===== src/rtl/dff_bank_arbiter.sv =====
// Shared DEPTH x W register bank written by N_REQ requesters through a round-robin arbiter and IDLE/WRITE sequencer.
// Optional burst lock enabled by defining ARB_LOCK_EN (adds the lock input).
module dff_bank_arbiter #(
  parameter int N_REQ = 4,
  parameter int W     = 8,
  parameter int DEPTH = 4,
  parameter int AW    = $clog2(DEPTH)
) (
  input  logic                 clk,
  input  logic                 clrn,
  input  logic                 tt,
  input  logic [N_REQ-1:0]     req,
  input  logic [N_REQ*AW-1:0]  addr,
  input  logic [N_REQ*W-1:0]   wdata,
`ifdef ARB_LOCK_EN
  input  logic [N_REQ-1:0]     lock,
`endif
  output logic [N_REQ-1:0]     ack,
  output logic                 busy,
  output logic [DEPTH*W-1:0]   q
);

  localparam int IW = $clog2(N_REQ);

  typedef enum logic {IDLE = 1'b0, WRITE = 1'b1} state_t;

  state_t          state;
  logic [IW-1:0]   last;
  logic [IW-1:0]   idx;
  logic [AW-1:0]   laddr;
  logic [W-1:0]    ldata;
  logic [W-1:0]    bank [DEPTH];

  logic            gnt_vld;
  logic [IW-1:0]   gnt_idx;
  logic [IW-1:0]   next_last;

  // Scan from farthest to nearest so the requester closest after last wins.
  always_comb begin
    gnt_vld = 1'b0;
    gnt_idx = '0;
    for (int k = N_REQ; k >= 1; k--) begin
      if (req[(int'(last) + k) % N_REQ]) begin
        gnt_vld = 1'b1;
        gnt_idx = IW'((int'(last) + k) % N_REQ);
      end
    end
  end

`ifdef ARB_LOCK_EN
  // Pointing last just before the grantee keeps it on top for the next round.
  always_comb begin
    next_last = idx;
    if (lock[idx])
      next_last = (idx == '0) ? IW'(N_REQ - 1) : idx - 1'b1;
  end
`else
  assign next_last = idx;
`endif

  always_comb begin
    ack = '0;
    if (state == WRITE && tt)
      ack[idx] = 1'b1;
  end

  assign busy = (state == WRITE);

  always_ff @(posedge clk or negedge clrn) begin
    if (!clrn) begin
      state <= IDLE;
      last  <= IW'(N_REQ - 1);
      idx   <= '0;
      laddr <= '0;
      ldata <= '0;
      for (int k = 0; k < DEPTH; k++)
        bank[k] <= '0;
    end else if (!tt) begin
      // Preset wins over any write in flight; the requester is re-arbitrated.
      state <= IDLE;
      for (int k = 0; k < DEPTH; k++)
        bank[k] <= '1;
    end else begin
      case (state)
        IDLE: begin
          if (gnt_vld) begin
            idx   <= gnt_idx;
            laddr <= addr[int'(gnt_idx)*AW +: AW];
            ldata <= wdata[int'(gnt_idx)*W +: W];
            state <= WRITE;
          end
        end
        WRITE: begin
          bank[laddr] <= ldata;
          last        <= next_last;
          state       <= IDLE;
        end
        default: state <= IDLE;
      endcase
    end
  end

  for (genvar k = 0; k < DEPTH; k++) begin : g_q
    assign q[k*W +: W] = bank[k];
  end

endmodule

===== config.mk =====
export PLATFORM = sky130hd
export DESIGN_NAME = dff_bank_arbiter
export DESIGN_NICKNAME = d
export VERILOG_FILES = /design/src/rtl/dff_bank_arbiter.sv
export SDC_FILE = /design/constraint.sdc
export NUM_CORES = 1
export LEC_CHECK = 0
export CELL_PAD_IN_SITES_DETAIL_PLACEMENT = 0
export CELL_PAD_IN_SITES_GLOBAL_PLACEMENT = 1
export CORE_MARGIN = 2
export CORE_UTILIZATION = 35
export DETAILED_ROUTE_END_ITERATION = 16
export GPL_TIMING_DRIVEN = 0
export PLACE_DENSITY_LB_ADDON = 0.2
export SKIP_CTS_REPAIR_TIMING = 1
export SYNTH_ARGS = -nofsm -noshare
export SYNTH_HDL_FRONTEND = slang
export SYNTH_SLANG_ARGS = --single-unit
export TNS_END_PERCENT = 5

===== constraint.sdc =====
create_clock -name clk -period 4.35 [get_ports clk]
set_input_delay 0.87 -clock clk [delete_from_list [all_inputs] [get_ports clk]]
set_output_delay 0.87 -clock clk [all_outputs]
set_load 0.02 [all_outputs]

# Word-level counts from Yosys, hierarchy flattened
# Index checks and enable logic that the tools add are counted.
[word_totals]
out_inout_bits = 37
wordCells = 70
register_bits = 47
in_bits = 47
[op_classes]
n_bitwise = 6
magnitude_cmp = 8
mux = 31
eq_ne = 1
n_addsub = 4
n_reduce_logical = 9
shifts = 2
[ops]
columns = ["op", "n"]
rows = [
  ["$mux W32", 2],
  ["$bwmux W32", 1],
  ["$shiftx A32 B6 Y8", 1],
  ["$demux W8 S2", 1],
  ["$lt A3 B4 Y1 const B", 4],
  ["$mux W1", 15],
  ["$bmux W1 S2", 4],
  ["$mux W2", 4],
  ["$mux W8", 1],
  ["$reduce_or A2 Y1", 4],
  ["$shiftx A8 B4 Y2", 1],
  ["$add A2 B1 Y2 const B", 2],
  ["$add A2 B2 Y2 const B", 2],
  ["$and A1 B1 Y1 const A", 4],
  ["$mux W4", 1],
  ["$ge A3 B3 Y1 const B", 1],
  ["$logic_and A1 B1 Y1", 3],
  ["$lt A2 B3 Y1 const B", 1],
  ["$lt A3 B1 Y1 const B", 1],
  ["$not A2 Y3", 1],
  ["$reduce_and A3 Y1", 1],
  ["$demux W1 S2", 1],
  ["$ge A2 B1 Y1 const B", 1],
  ["$ne A2 B1 Y1 const B", 1],
  ["other kinds (3)", 3],
]

# Longest topological paths before layout
# Gate-level depths: netlist of run 1.
[logic_depth]
ltp_word = 13
mapped_depth = 8
mapped_depth_nobuf = 6

# Worst setup path before layout of run 1
# Ideal clock, no wire load.
[synth_path]
path_type = "input -> output"
from = "input tt"
to = "output ack[0]"
path_slack_ns = 1.895
t_arrival_ns = 1.585
required_time_ns = 3.480
path_buffers = 1
path_stages = 3
cell_sequence = "buf_2 > nand2_1 > nor3_1"
[synth_between]
elab_chain_cells = 2
[synth_rtl]
columns = ["item", "line_no", "text"]
rows = [
  ["start, declared", "11", "input logic tt,"],
  ["$logic_and A1 B1 Y1", "63", "if (state == WRITE && tt)"],
  ["$mux W4", "63", ""],
  ["end, declared", "18", "output logic [N_REQ-1:0] ack,"],
]
# Every way passes these cells.

# Worst setup path after layout of run 1
[layout_path]
from = "input tt"
to = "output ack[2]"
# The elaborated chain is that of the path after synthesis.

==> impl_results.md, run 1 <==
- Status: finished clean
- Final ANT Viol Nets: 0
- Critical Path RT: between 3 and 4 ns
- Core footprint: about 6800 um^2
- Mapped Area: ~2400 um^2
- Crit path DAT: a little under 2 ns
- # nets final: 399
- Fillers: 647
- # IOs: between 80 and 90
- Critical path's top delay family: buffers and inverters
- Number of buffers created by CTS: 5
- RSZ-0062 raised after global routing: no
- Die width: between 80 and 90 um
- Sequential Area: between 1000 and 1500 um^2
- First-pass iteration count of the detailed router: 4
- Clock transition at path regs: approximately 0.090 ns
- Achievable Freq: roughly 0.35 GHz
- Final Instance Area: roughly 3500 um^2
- Vias in the first global route: 2110
- Antenna violations before repair: 0
- Yosys warning count: 0
- Post-DP Area: ~3400 um^2
- Clk buf depth: 2
- Simple-gate share of the synthesized area: 0.2935
- Pleak: around 1.5 nW
- Critical path peak fanout: 9
- Post-route minimum period: ~2.9 ns
- Total die area: about 7600 um^2
- Total Power: around 1.5 mW
- Die span in y: between 80 and 90 um
- Post-synthesis cell count: approximately 260
- Multiplexer area fraction after synthesis: 0.09213
- Via count: 2176
- Slowest stage cell, crit path: clkdlybuf4s50_1
- Total GRT Usage: 0.1733
- Drt drc: 0
- Critical path cell sequence: buf_2 -> nand2_1 -> nor3_1 -> clkdlybuf4s50_1
- Relative slew slack: 0.6515
- Worst IR drop on VDD: 199.3 uV
- Max_cap viols: 0
- PortBufs: 82
- Vias per inst: just over 5
- Synth-to-Final Area Change: 43.58%
- Final HPWL DP: 4.867 mm
- Synth Flop Type: dfrtp_1
- Total grt overflow: 0
- Count of final hold-check violations: 0
- CP startpoint: tt
- Clk_lat worst skew: around 0.3 ns
- Number of enable flip-flop cells after synthesis: 0
- Clk_skew: 0.007221 ns
- Power Dens Cells: roughly 420 nW/um^2
- CP Depth: 4
- Htree depth: 2
- Starting Density: 0.3578
- Asr flop ratio synth: 1.000
- Root buffer cell: clkbuf_8
- Syn nets: 309
- Largest family of logic cells by synthesized area: simple AND/OR/NAND/NOR gates
- TritonCTS clock tree: built
- RePlAce Congestion: roughly 0.77
- Layout cells sized above 1: 0.1445
- Multi-input logic area: around 1100 um^2
- Final Util: 0.5137
- Placed insts: between 400 and 500
- Final setup vio count: 0
- First-pass GRT wire length: ~10 mm
- Setup tns final: 0 ns
- Final Cycle Share: 0.6552
- Largest net degree at the start of global routing: 33
- Crit-path max cell delay: 0.63 ns
- CP Capture Type: primary output
- Post-Synth XOR/XNOR Area: 0
- Slew Viols, Final: 0
- WS Path Type: in2out
- Element type at the critical path start: input port
- Fin Hold WS: between 0.4 and 0.5 ns
- Routed WL: between 6 and 7 mm
- N_diodes: 0
- WL per Instance: 14.41 um
- Adder-Cell Fraction of Synth Area: 0
- Buf/Inv on CP: 2
- Setup crit end: ack[2]
- Worst Max-Slew Pin Slew: around 0.52 ns
- Pre-CTS setup slack: 1.488 ns
- R2r worst-path depth: 6
- Non-filler cells, final: 433
- CTS sink count: 47
- RR Startpoint: last[1]
- Cell variety after synth: 33
- Iteration-0 DRC Markers: 76
- R2r setup slk: approximately 2.4 ns
- Syn_area_per_cell: between 9 and 10 um^2
- Worst R2R End: laddr[1]
- Synth Register Bits: between 40 and 50
- Final worst slack: approximately 1.5 ns
- Cell Rows: 30
- Sequential share of the synthesized area: 0.4876
- Compound-Gate Fraction of Synth Area: 0.07557
- Hold crit path type: in2async
==> per-layer routing <==
| layer | vias up | GRT usage | share of wire |
|---|---|---|---|
| li1 | 1074 | - | - |
| met4 | 0 | 0.03776 | 0.0077 |
| met3 | 4 | 0.03223 | 0.046 |
| met1 | 1023 | 0.2474 | 0.48 |
| met5 | - | 0 | 0 |
| met2 | 75 | 0.2755 | 0.47 |
==> worst register-to-register path: stages (launching register included) <==
cell      delay, ns
dfstp_2        0.60
mux2i_1        0.21
o22ai_1        0.10
a21oi_1        0.23
buf_4          0.27
mux2i_1        0.30
o211ai_2       0.09
==> flip-flops by register name (all words and copies together), names as in the netlist <==
name,cells
ldata,8
laddr,2
busy,1
q,32
last,2
idx,2
==> synthesized netlist by cell type, types with 4 or more instances <==
master / instances / area share
nand2_1: 80 / 0.12
nand3_1: 54 / 0.11
dfrtp_1: 45 / 0.47
mux2i_1: 11 / 0.046
mux2_2: 10 / 0.047
o211ai_2: 10 / 0.052
clkbuf_1: 8 / 0.012
buf_4: 4 / 0.012
==> power by group <==
part           internal [mW]  switching, mW  total [mW]  leakage (nW)
clock                  0.186          0.147       0.333        0.0612
sequential             0.524         0.0975       0.621         0.475
combinational          0.247          0.260       0.508         0.933
==> cells in the final DEF, fill, tap and decap left out, types with 4 or more instances in the layout <==
| cell | count |
|---|---|
| buf_2 | 4 |
| buf_4 | 4 |
| clkbuf_1 | 8 |
| clkbuf_8 | 6 |
| clkdlybuf4s50_1 | 81 |
| dfrtp_1 | 45 |
| mux2_2 | 10 |
| mux2i_1 | 11 |
| nand2_1 | 80 |
| nand3_1 | 54 |
| o211ai_2 | 10 |
==> worst min-delay path by stage <==
stage | slack, ns | start | depth (start not counted) | end
global placement | 0.48 | last[0] | 2 | last[0]
global route | 0.49 | clrn | 1 | ldata[7]
floorplan | 0.45 | last[0] | 2 | last[0]
CTS | 0.50 | clrn | 1 | q[0]
finish | 0.48 | clrn | 1 | q[6]
detailed placement | 0.48 | q[7] | 2 | q[7]
==> cell families after synthesis <==
| group | after synthesis |
|---|---|
| buffers and inverters | 22 |
| muxes | 21 |
| DFF | 47 |
| AOI/OAI and AO/OA | 18 |
| and+or+nand+nor | 154 |
==> cell type report <==
class                           instances  share of cell area
Sequential cell                        47              0.3396
Multi-Input combinational cell        193              0.3212
Clock buffer                            6             0.02379
Tap cell                               80             0.02884
Buffer                                 18             0.03136
Clock inverter                          2             0.01009
Timing Repair Buffer                   83              0.2408
Inverter                                4            0.004326
Power figures use the tool's default switching activity.
==> run 2: changes to the inputs <==
CORE_UTILIZATION = 33   (was 35)
clock period = 3 ns   (was 4.35 ns; I/O delays follow)
==> impl_results.md, run 2 (synthesis results as in run 1) <==
- RePlAce Congestion: 0.7354
- Core footprint: a little over 7000 um^2
- Fin Hold WS: between 0.15 and 0.2 ns
- TritonCTS clock tree: built
- Status: finished clean
- Slew Viols, Final: 0
- Int Power: around 1.3 mW
- Total Power: a little over 2 mW
- Routed WL: approximately 6.2 mm
- Total grt overflow: 0
- Die span in y: around 90 um
- Element type at the critical path start: flop
- Die width: 89.59 um
- Synth-to-Final Area Change: 43.84%
- Top routing layer in use: met4
- Most frequent cells in the layout: 81 x clkdlybuf4s50_1, 80 x nand2_1, 54 x nand3_1, 45 x dfrtp_1, 11 x mux2i_1
- Worst IR drop on VDD: approximately 180 uV
- Relative slew slack: 0.6473
- Final setup vio count: 0
- Number of buffers created by CTS: 5
- Starting Density: 0.3369
- Critical path peak fanout: 10
- Switching Fraction: 0.3506
- Multi-input logic area: about 1100 um^2
- Antenna violations before repair: 0
- Metal3 WL: roughly 340 um
- Fillers: 708
- Vias per inst: approximately 4.7
- RSZ-0062 raised after global routing: no
- Clock transition at path regs: about 0.08 ns
- Htree depth: 2
- CP Capture Type: primary output
- CTS sink count: 47
- PortBufs: 82
- Layout cells sized above 1: 0.1416
- Worst Max-Slew Pin Slew: roughly 0.53 ns
- Final Cycle Share: 0.7961
- Max_cap viols: 0
- Clk_lat worst skew: between 0.2 and 0.3 ns
- Power Dens Cells: 588.2 nW/um^2
- Power share of the combinational group: 0.358
- Sequential Area: ~1200 um^2
- Critical Path RT: roughly 2.4 ns
- Crit path DAT: 1.79 ns
- Achievable Freq: ~0.42 GHz
- # IOs: between 80 and 90
- Clk_skew: between 0.002 and 0.003 ns
- Via count: between 2000 and 2500
- WL per Instance: 13.70 um
- Clock share of power: 0.199
- First-pass iteration count of the detailed router: 4
- Final worst slack: slightly above 0.6 ns
- Wl on met1: around 3.0 mm
- Iteration-0 DRC Markers: 62
- First-pass GRT wire length: between 9 and 10 mm
- Largest net degree at the start of global routing: 39
- WS Path Type: reg2out
- Clk buf depth: 2
- Total GRT Usage: 0.1622
- P_sw: between 0.7 and 0.8 mW
- Drt drc: 0
- Sequential Power Share: 0.443
- Pleak: approximately 1.5 nW
- Vias in the first global route: between 2000 and 2500
- Final HPWL DP: around 4.7 mm
- # nets final: around 400
- Final ANT Viol Nets: 0
- Commonest non-fill, non-tap cell in the layout: clkdlybuf4s50_1
- Count of final hold-check violations: 0
- N_diodes: 0
- Cell Rows: 31
- Hold crit path type: in2async
- Pre-CTS setup slack: approximately 0.62 ns
- Setup tns final: 0 ns
- Post-route minimum period: 2.388 ns
- Met2 wire len: about 2.8 mm
- Total die area: 8025 um^2
- Root buffer cell: clkbuf_8
- Max reg flops: 32
-- run 2: cell count changes in the layout (fill, tap and decap cells not counted), sizes merged --
cell / before / now
bufinv: 1 / 0
clkbuf: 14 / 16
clkinv: 1 / 0
-- run 2: per-layer routing --
| layer | track usage | vias up |
|---|---|---|
| met4 | 0.04478 | 0 |
| met5 | 0 | - |
| met1 | 0.2288 | 986 |
| met2 | 0.2540 | 80 |
| met3 | 0.03291 | 8 |
| li1 | - | 1069 |
-- run 2: final cells by class --
class / instances / share of cell area
repair buffers: 83 / 0.2404
clock buffers: 8 / 0.02879
well taps: 99 / 0.03562
multi-input cells: 193 / 0.3206
inverters: 4 / 0.004318
plain buffers: 18 / 0.03131
flip-flops and latches: 47 / 0.3390
-- run 2: per-stage QoR --
stage                     utilization  cells  area, um^2
after CTS                      0.4846    452        3477
after floorplan                     -    262        2417
final                          0.4846    452        3477
after detailed placement       0.4706    444        3377
after global placement         0.4685    443        3362
after global routing           0.4846    452        3477
-- run 2: worst paths after layout --
| kind | start | endpoint | slack (ns) | cells after the start |
|---|---|---|---|---|
| min reg2reg | q[11] | q[11] | 0.49 | 2 |
| max in group asynchronous | clrn | idx[0] | 2.37 | 2 |
| max reg2reg | last[1] | ldata[5] | 1.08 | 6 |
| min in group clk | q[11] | q[11] | 0.49 | 2 |
| max | busy | ack[0] | 0.61 | 4 |
| min | clrn | q[9] | 0.16 | 1 |
-- run 2: power by group through the flow --
stage | clock (mW) | combinational [mW] | sequential, mW
after floorplan | 0 | 0.394 | 0.930
after global placement | 0 | 0.728 | 0.915
after detailed placement | 0 | 0.737 | 0.919
after CTS | 0.419 | 0.741 | 0.907
after global routing | 0.448 | 0.804 | 0.927
final | 0.407 | 0.732 | 0.906
-- run 2: critical path, cell delays in order (launching register included) --
cell and delay (ns):
dfrtp_1 0.37, buf_2 0.21, nand2_1 0.14, nor3_1 0.16
clkdlybuf4s50_1 0.63
==> run 3: changes to the inputs <==
CORE_UTILIZATION = 30   (was 33)
clock period = 2.1 ns   (was 3 ns; I/O delays follow)
==> impl_results.md, run 3 (synthesis results as in run 1) <==
- Worst Max-Slew Pin Slew: approximately 0.56 ns
- Iteration-0 DRC Markers: roughly 120
- Number of buffers created by CTS: 5
- Total Power: 2.937 mW
- Total GRT Usage: 0.1656
- Core footprint: 7767 um^2
- Largest net degree at the start of global routing: 25
- Worst IR drop on VDD: about 290 uV
- Final Cycle Share: 0.9219
- RePlAce Congestion: 0.7356
- Vias per inst: a little under 5
- Max reg flops: 32
- Via count: ~2200
- Slowest stage cell, crit path: or4_1
- Final ANT Viol Nets: 0
- CTS sink count: 47
- N_diodes: 0
- Setup crit end: laddr[1]
- Critical Path RT: between 2 and 2.5 ns
- Antenna violations before repair: 0
- Element type at the critical path start: input port
- CP startpoint: req[1]
- Die width: roughly 94 um
- Final setup vio count: 0
- RSZ-0062 raised after global routing: no
- First-pass iteration count of the detailed router: 4
- R2r worst-path depth: 6
- Buf/Inv on CP: 3
- Critical path peak fanout: 10
- Post-route minimum period: roughly 1.9 ns
- Clock transition at path regs: around 0.090 ns
- Worst R2R End: laddr[1]
- Layout cells sized above 1: 0.1445
- Critical path's top delay family: simple AND/OR/NAND/NOR gates
- # IOs: between 80 and 90
- Crit-path max cell delay: between 0.5 and 0.6 ns
- Status: finished clean
- Commonest non-fill, non-tap cell in the layout: nand2_1
- Htree depth: 2
- Final Util: 0.4497
- Clk_skew: about 0.012 ns
- Relative slew slack: 0.6278
- Count of final hold-check violations: 0
- Critical path cell sequence: clkdlybuf4s50_1 -> or4_1 -> nand2_2 -> inv_2 -> buf_6 -> nand3_1 -> mux2_2 -> o211ai_2
- Total die area: approximately 9000 um^2
- Clk buf depth: 2
- Drt drc: 0
- Synth-to-Final Area Change: 44.51%
- CP Depth: 8
- Cell Rows: 32
- Max_cap viols: 0
- Hold crit path type: in2async
- First-pass GRT wire length: 11.39 mm
- Power Dens Cells: 840.8 nW/um^2
- Starting Density: 0.3112
- RR Startpoint: last[1]
- R2r setup slk: 0.24 ns
- Total grt overflow: 0
- Pleak: approximately 1.5 nW
- PortBufs: 82
- Root buffer cell: clkbuf_8
- WS Path Type: in2reg
- Most frequent cells in the layout: 80 x nand2_1, 77 x clkdlybuf4s50_1, 54 x nand3_1, 45 x dfrtp_1, 11 x mux2i_1
- Vias in the first global route: between 2000 and 2500
- Routed WL: about 6.8 mm
- CP Capture Type: flop
- # nets final: between 300 and 400
- Achievable Freq: ~0.52 GHz
- Die span in y: roughly 94 um
- Crit path DAT: 2.11 ns
- WL per Instance: roughly 15 um
- Clk_lat worst skew: ~0.30 ns
- Final HPWL DP: between 5 and 6 mm
- Slew Viols, Final: 0
- TritonCTS clock tree: built
[run 3: worst min-delay path by stage]
stage	slack, ns	depth (start not counted)	endpoint
3_3_place_gp	0.47	2	last[0]
6_report	0.10	1	q[0]
3_5_place_dp	0.45	1	q[0]
2_1_floorplan	0.12	0	busy
5_1_grt	0.14	1	q[0]
4_1_cts	0.12	1	q[0]
[run 3: final cells by class]
cell class | instances | area [um^2]
clock inverter | 1 | 8.758
inverter | 4 | 15.01
multi-input combinational | 193 | 1119
timing repair buffer | 83 | 845.8
clock buffer | 7 | 86.33
buffer | 18 | 112.6
tap | 102 | 127.6
sequential | 47 | 1179
fill | 773 | 4274
[run 3: power by group]
group	total (mW)	internal [mW]	leakage [nW]	switching, mW
sequential	1.31	1.08	0.475	0.221
combinational	1.06	0.516	1.01	0.542
clock	0.574	0.270	0.0484	0.304
[run 3: metal layers]
metal	global-route usage	share of wire
met4	0.03502	0.0087
met5	0	0
met3	0.02970	0.047
met2	0.2577	0.46
met1	0.2408	0.48
[run 3: per-stage QoR]
| stage | instance area (um^2) | setup WS, ns | instances | setup TNS (ns) | hold slack (ns) |
|---|---|---|---|---|---|
| 5_1_grt | 3493 | 0.09701 | 455 | 0 | 0.1443 |
| 4_1_cts | 3476 | -0.1493 | 455 | -0.4614 | 0.1179 |
| 2_1_floorplan | 2417 | 0.4053 | 262 | 0 | 0.1244 |
| 3_3_place_gp | 3366 | -0.8105 | 446 | -37.86 | 0.4706 |
| 6_report | 3493 | 0.1641 | 455 | 0 | 0.1037 |
| 3_5_place_dp | 3381 | -0.1407 | 447 | -1.176 | 0.4478 |
